===== src/rtl/tl_pkg.sv =====
// Shared state encoding, lamp bundle and sizing helpers for the intersection scheduler.
package tl_pkg;

  typedef enum logic [2:0] {
    ALLRED_BA = 3'd0,
    A_GREEN   = 3'd1,
    A_YELLOW  = 3'd2,
    ALLRED_AB = 3'd3,
    B_GREEN   = 3'd4,
    B_YELLOW  = 3'd5,
    PED_WALK  = 3'd6
  } state_t;

  typedef enum logic {
    DIR_A = 1'b0,
    DIR_B = 1'b1
  } dir_t;

  typedef struct packed {
    logic a_red;
    logic a_yellow;
    logic a_green;
    logic b_red;
    logic b_yellow;
    logic b_green;
    logic walk;
  } lamps_t;

  // Bits needed to count 0..n-1.
  function automatic int cnt_width(input int n);
    return (n < 2) ? 1 : $clog2(n);
  endfunction

  function automatic lamps_t lamp_decode(input state_t s);
    lamps_t l;
    l.a_green  = (s == A_GREEN);
    l.a_yellow = (s == A_YELLOW);
    l.a_red    = !(s == A_GREEN || s == A_YELLOW);
    l.b_green  = (s == B_GREEN);
    l.b_yellow = (s == B_YELLOW);
    l.b_red    = !(s == B_GREEN || s == B_YELLOW);
    l.walk     = (s == PED_WALK);
    return l;
  endfunction

endpackage


===== src/rtl/traffic_phase_scheduler_sec_tick_gen.sv =====
// One-second prescaler: tick pulses for one cycle when the count reaches CLK_HZ-1.
// clr restarts the second so each phase begins on a fresh boundary.
module sec_tick_gen
  import tl_pkg::*;
#(
  parameter int CLK_HZ = 10_000_000
) (
  input  logic clk,
  input  logic rst_n,
  input  logic clr,
  output logic tick
);

  localparam int W = cnt_width(CLK_HZ);
  localparam logic [W-1:0] LAST = W'(CLK_HZ - 1);

  logic [W-1:0] cnt;

  always_ff @(posedge clk or negedge rst_n) begin
    if (!rst_n) begin
      cnt <= '0;
    end else if (clr || tick) begin
      cnt <= '0;
    end else begin
      cnt <= cnt + 1'b1;
    end
  end

  assign tick = (cnt == LAST);

endmodule


===== src/rtl/traffic_phase_scheduler.sv =====
// Request-driven two-approach intersection scheduler with pedestrian walk phase.
// Lamps are registered from the next-state decode so they switch on the same edge as the state.
module traffic_phase_scheduler
  import tl_pkg::*;
#(
  parameter int CLK_HZ    = 10_000_000,
  parameter int T_GREEN_A = 10,
  parameter int T_GREEN_B = 5,
  parameter int T_YELLOW  = 2,
  parameter int T_ALLRED  = 1,
  parameter int T_WALK    = 6
) (
  input  logic       clk,
  input  logic       rst_n,
  input  logic       side_req,
  input  logic       ped_req,
  output logic       a_red,
  output logic       a_yellow,
  output logic       a_green,
  output logic       b_red,
  output logic       b_yellow,
  output logic       b_green,
  output logic       walk,
  output logic       ped_pending,
  output logic [2:0] phase
);

  localparam int T_MAX1 = (T_GREEN_A > T_GREEN_B) ? T_GREEN_A : T_GREEN_B;
  localparam int T_MAX2 = (T_YELLOW > T_ALLRED) ? T_YELLOW : T_ALLRED;
  localparam int T_MAX3 = (T_MAX1 > T_MAX2) ? T_MAX1 : T_MAX2;
  localparam int T_MAX  = (T_MAX3 > T_WALK) ? T_MAX3 : T_WALK;
  localparam int SEC_W  = cnt_width(T_MAX + 1);

  state_t           state, state_nxt;
  dir_t             next_dir, dir_nxt;
  lamps_t           lamps;
  logic [SEC_W-1:0] sec_cnt, sec_limit;
  logic             tick, transition;
  logic             done_allred, done_yellow, done_green_b, done_walk, min_green_done;

  sec_tick_gen #(.CLK_HZ(CLK_HZ)) u_tick (
    .clk  (clk),
    .rst_n(rst_n),
    .clr  (transition),
    .tick (tick)
  );

  assign done_allred  = tick && (sec_cnt == SEC_W'(T_ALLRED - 1));
  assign done_yellow  = tick && (sec_cnt == SEC_W'(T_YELLOW - 1));
  assign done_green_b = tick && (sec_cnt == SEC_W'(T_GREEN_B - 1));
  assign done_walk    = tick && (sec_cnt == SEC_W'(T_WALK - 1));
  // Minimum green counts as met on its final tick too, so a waiting request exits with no extra cycle.
  assign min_green_done = (sec_cnt == SEC_W'(T_GREEN_A)) ||
                          (tick && (sec_cnt == SEC_W'(T_GREEN_A - 1)));

  always_comb begin
    state_nxt = state;
    dir_nxt   = next_dir;
    case (state)
      ALLRED_BA: begin
        if (done_allred) begin
          if (ped_pending) begin
            state_nxt = PED_WALK;
            dir_nxt   = DIR_A;
          end else begin
            state_nxt = A_GREEN;
          end
        end
      end
      A_GREEN:  if (min_green_done && (side_req || ped_pending)) state_nxt = A_YELLOW;
      A_YELLOW: if (done_yellow) state_nxt = ALLRED_AB;
      ALLRED_AB: begin
        if (done_allred) begin
          if (ped_pending) begin
            state_nxt = PED_WALK;
            dir_nxt   = DIR_B;
          end else begin
            state_nxt = B_GREEN;
          end
        end
      end
      B_GREEN:  if (done_green_b) state_nxt = B_YELLOW;
      B_YELLOW: if (done_yellow) state_nxt = ALLRED_BA;
      PED_WALK: if (done_walk) state_nxt = (next_dir == DIR_A) ? A_GREEN : B_GREEN;
      default:  state_nxt = ALLRED_BA;
    endcase
  end

  assign transition = (state_nxt != state);

  // A_GREEN holds the count at T_GREEN_A so min-green stays satisfied while waiting for demand.
  always_comb begin
    case (state)
      A_GREEN:            sec_limit = SEC_W'(T_GREEN_A);
      A_YELLOW, B_YELLOW: sec_limit = SEC_W'(T_YELLOW - 1);
      B_GREEN:            sec_limit = SEC_W'(T_GREEN_B - 1);
      PED_WALK:           sec_limit = SEC_W'(T_WALK - 1);
      default:            sec_limit = SEC_W'(T_ALLRED - 1);
    endcase
  end

  always_ff @(posedge clk or negedge rst_n) begin
    if (!rst_n) begin
      state    <= ALLRED_BA;
      next_dir <= DIR_A;
      sec_cnt  <= '0;
      lamps    <= lamp_decode(ALLRED_BA);
    end else begin
      state    <= state_nxt;
      next_dir <= dir_nxt;
      lamps    <= lamp_decode(state_nxt);
      if (transition) begin
        sec_cnt <= '0;
      end else if (tick && (sec_cnt != sec_limit)) begin
        sec_cnt <= sec_cnt + 1'b1;
      end
    end
  end

  always_ff @(posedge clk or negedge rst_n) begin
    if (!rst_n) begin
      ped_pending <= 1'b0;
    end else if (state_nxt == PED_WALK && state != PED_WALK) begin
      ped_pending <= 1'b0;
    end else if (ped_req && state != PED_WALK) begin
      ped_pending <= 1'b1;
    end
  end

  assign a_red    = lamps.a_red;
  assign a_yellow = lamps.a_yellow;
  assign a_green  = lamps.a_green;
  assign b_red    = lamps.b_red;
  assign b_yellow = lamps.b_yellow;
  assign b_green  = lamps.b_green;
  assign walk     = lamps.walk;
  assign phase    = state;

endmodule


===== config.mk =====
export PLATFORM = sky130hd
export DESIGN_NAME = traffic_phase_scheduler
export DESIGN_NICKNAME = d
export VERILOG_FILES = /design/src/rtl/tl_pkg.sv /design/src/rtl/traffic_phase_scheduler_sec_tick_gen.sv /design/src/rtl/traffic_phase_scheduler.sv
export SDC_FILE = /design/constraint.sdc
export NUM_CORES = 1
export LEC_CHECK = 0
export BUFFER_PORTS_ARGS = -buffer_cell sky130_fd_sc_hd__buf_2
export CORE_MARGIN = 3
export CORE_UTILIZATION = 45
export CTS_BUF_LIST = sky130_fd_sc_hd__clkbuf_2 sky130_fd_sc_hd__clkbuf_4 sky130_fd_sc_hd__clkbuf_8
export DETAILED_ROUTE_END_ITERATION = 10
export SLEW_MARGIN = 20
export SYNTH_ARGS = -nofsm -noshare
export SYNTH_HDL_FRONTEND = slang
export SYNTH_HIERARCHICAL = 1
export SYNTH_SLANG_ARGS = --single-unit

===== constraint.sdc =====
create_clock -name clk -period 2.9 [get_ports clk]
set_input_delay 0.145 -clock clk [delete_from_list [all_inputs] [get_ports clk]]
set_output_delay 0.145 -clock clk [all_outputs]
set_load 0.01 [all_outputs]

==> metrics.cfg <==
[clock_network]
ctsLongestPathBuffers=2
clk_root_buf=sky130_fd_sc_hd__clkbuf_8
clock-sinks=40
worst_skew_pair_later_pin_latency_ns=0.29
tritoncts=done
cts.reportedPaths.clkPinSlew_ns=0.08
clock_buffer_count_from_cts=5
htree_levels=2

[critical_path]
timing.critical_path.arrival_ns=3.04
path_max_fanout=7
cp_required_ns=3.09
crit_path_start=u_tick/cnt[18]$_DFF_PN0_
path_class=flop to flop
worst_setup_path_end_kind=flop
timing.rr.start=u_tick/cnt[18]$_DFF_PN0_
critical_path.startpoint_type=flop

[synthesis]
synth_edf_count=0
synth_seq_cells=40
synth-async-reset-ratio=1.00
number_of_instances_in_the_synthesized_netlist=244
synthesized_nets=253
post_synth.cell_area_avg_um2=9.67
yosys.cell_types.count=63
synth_largest_area_cell=sky130_fd_sc_hd__dfrtp_1
synth_area_leaders=sky130_fd_sc_hd__dfrtp_1 (40%), sky130_fd_sc_hd__nor2_1 (3.8%), sky130_fd_sc_hd__xnor2_1 (3.3%), sky130_fd_sc_hd__ha_1 (2.7%), sky130_fd_sc_hd__a21oi_1 (2.5%)
synth.top_cells.by_count=sky130_fd_sc_hd__dfrtp_1 (38), sky130_fd_sc_hd__nor2_1 (24)
top_area_cell_type_share_of_the_netlist_area=0.403
yosysMostFrequentCell=sky130_fd_sc_hd__dfrtp_1
synth.cell_area_um2=2360
ys_warn_count=6
synthFlopType=sky130_fd_sc_hd__dfrtp_1
synth_seq_area_share=0.425

[final_layout]
layout.nets=311
finish.cell_count_without_fillers=370
areaGrowthSynthToFinish_pct=33.9
insertedDiodeCount=0
share_of_final_layout_standard_cells_stronger_than_drive_strength_1=0.383
n_fill_cell=406

[floorplanning]
design.core.area_um2=4880
floorplan.io_pins=15
dieArea_um2=6150
dieHeight_um=78.4
die_w_um=78.4
core.rowCount=25
initial_core_util=0.484

[detailed_routing]
first_pass_drt_iterations=4
routedWlPerCell_um=14.7
avgViaCountPerCell=5.55
post_detailed_route_drc_marker_count=0
detailroute.via_count=2055
finalWirelength_um=5430
initialDrtViolationCount=148
antenna_violating_nets_post_route=0

[timing]
final-hold-violation-count=0
whs_ns=0.166
rsz0062_at_grt=yes
min_period_over_period=0.982
setup_violations=0
final-max-slew-violation-count=0
fmax_ghz=0.351
max-slew-margin-rel=0.432
period_minus_slack_ns=2.85
slew_of_the_pin_with_the_lowest_slew_margin_ns=0.853
clock_skew_ns=0.0107

[placed_design]
numPortBuffers=14
place.detailed.instances=346
detailed_place_hpwl_um=3620
global_placement_routability_congestion=0.853

[power]
pwr_density_cell_nw_per_um2=340
power_switching_share=0.196
share_clk_of_total_power=0.469
p_leak_uw=0.00136
seq_power_share=0.519
p_comb_frac=0.012
switchingPower_uw=211
internal-power_uw=864
power.ir.vdd_worst_v=0.000407

[hold_path]
hp-start=ped_req
hold_path.class=input pin to flop

[job]
max_cap_viol_count=0

[outcome]
run_status=finished clean

[global_route]
grt_pass1_vias=1825
grt_overflow=0
grt_start_max_net_pins=41
grt_first_pass_wirelength_um=8630
global_route.usage.total=0.174
antenna_found_initial=0

-- final cells by class --
type	instances	area (um^2)	share of cell area
multi-input combinational	183	1440	0.456
sequential	40	1000	0.318
timing repair buffer	60	459	0.145
clock buffer	7	96.3	0.0305
tap	67	83.8	0.0265
inverter	12	45.0	0.0143
clock inverter	1	30.0	0.00950
-- placed cells by master (no fill, tap or decap), types with 3 or more instances in the layout --
cell type                   n
sky130_fd_sc_hd__nor2_2     6
sky130_fd_sc_hd__nand2b_1   4
sky130_fd_sc_hd__o21ai_0   11
sky130_fd_sc_hd__xnor2_1    9
sky130_fd_sc_hd__inv_1     11
sky130_fd_sc_hd__a21oi_2    8
sky130_fd_sc_hd__dfrtp_1   37
sky130_fd_sc_hd__o31ai_1    3
sky130_fd_sc_hd__ha_1       4
sky130_fd_sc_hd__or4_1      5
sky130_fd_sc_hd__buf_4     40
sky130_fd_sc_hd__nor2_4     4
sky130_fd_sc_hd__nor2_1    16
sky130_fd_sc_hd__nand3_1    9
sky130_fd_sc_hd__buf_6      3
sky130_fd_sc_hd__buf_2     14
sky130_fd_sc_hd__nand3b_1   4
sky130_fd_sc_hd__xor2_1     5
sky130_fd_sc_hd__nand4_1    7
sky130_fd_sc_hd__nand2_1   12
sky130_fd_sc_hd__clkbuf_8   7
sky130_fd_sc_hd__a21oi_1    5
sky130_fd_sc_hd__or3_1      8
sky130_fd_sc_hd__nor3_1     6
-- worst paths after layout --
path                       cells after the start  slack [ns]                       end
max                                           14        0.05  u_tick/cnt[11]$_DFF_PN0_
min                                            3        0.17   ped_pending$_DFFE_PN0P_
max reg2reg                                   14        0.05  u_tick/cnt[11]$_DFF_PN0_
min reg2reg                                    2        0.55   u_tick/cnt[0]$_DFF_PN0_
max in group asynchronous                      2        1.84  u_tick/cnt[18]$_DFF_PN0_
min in group asynchronous                      2        0.49  u_tick/cnt[23]$_DFF_PN0_
-- through the flow --
| step | util | setup WS (ns) | area (um^2) | TNS, ns | total power (uW) |
|---|---|---|---|---|---|
| 6_report | 0.648 | 0.0516 | 3160 | 0 | 1070 |
| 5_1_grt | 0.648 | -0.122 | 3160 | -1.83 | 1110 |
| 4_1_cts | 0.593 | 0.00778 | 2900 | 0 | 1090 |
| 3_5_place_dp | 0.553 | -0.0526 | 2700 | -0.467 | 582 |
| 3_3_place_gp | 0.553 | -0.0428 | 2700 | -0.460 | 582 |
| 2_1_floorplan | - | 0.00221 | 2360 | 0 | 569 |
-- critical path: stages, from the launching register on --
cell and delay (ns):
sky130_fd_sc_hd__dfrtp_2 0.45, sky130_fd_sc_hd__nor4_4 0.30, sky130_fd_sc_hd__nand3_2 0.16, sky130_fd_sc_hd__nor3_4 0.22, sky130_fd_sc_hd__buf_6 0.13, sky130_fd_sc_hd__buf_6 0.11, sky130_fd_sc_hd__a21oi_2 0.05, sky130_fd_sc_hd__or3_4 0.42
sky130_fd_sc_hd__a32oi_2 0.16, sky130_fd_sc_hd__a21o_1 0.12, sky130_fd_sc_hd__or2_1 0.14, sky130_fd_sc_hd__inv_2 0.05, sky130_fd_sc_hd__o31ai_4 0.13, sky130_fd_sc_hd__clkbuf_16 0.25, sky130_fd_sc_hd__nor2_1 0.04
-- metal layers --
metal / up-vias / track usage / wire length [um] / part of all wire
li1: 1012 / - / - / -
met1: 1000 / 0.247 / 2640 / 0.49
met2: 37 / 0.271 / 2520 / 0.46
met3: 6 / 0.0356 / 205 / 0.038
met4: 0 / 0.0455 / 61 / 0.011
met5: - / 0 / 0 / 0
-- power by group through the flow --
stage,Sequential (uW),Clock [uW],Combinational (uW)
4_1_cts,557,516,14.3
3_3_place_gp,568,0,13.2
3_5_place_dp,568,0,13.3
6_report,557,504,13.0
2_1_floorplan,569,0,0.0377
5_1_grt,557,542,15.7
-- state kept, by name, summed over array words and instances, names as in the netlist --
| register | flops |
|---|---|
| a_green | 1 |
| u_tick/cnt | 24 |
| phase | 3 |
| a_yellow | 1 |
| next_dir | 1 |
| a_red | 1 |
| b_green | 1 |
| b_yellow | 1 |
| b_red | 1 |
| sec_cnt | 4 |
| ped_pending | 1 |
| walk | 1 |
-- what timing repair did --
action                                  in CTS  in global routing
hold buffers                                 1                  0
pin swaps                                    2                 13
gates resized for setup                      7                 36
buffers inserted                             3                 11
endpoints found under the setup margin      12                 22
hold endpoints to repair                    19                  0
gates cloned                                 0                  1
-- cells by family after synthesis --
group	share of synthesized area
simple gates	0.284
compound gates	0.163
flops	0.425
buf+inv	0.0445
xor+xnor	0.0520
fa+ha+maj	0.0265
mux	0.00424
Note: power is estimated with default switching activity, not from simulation.
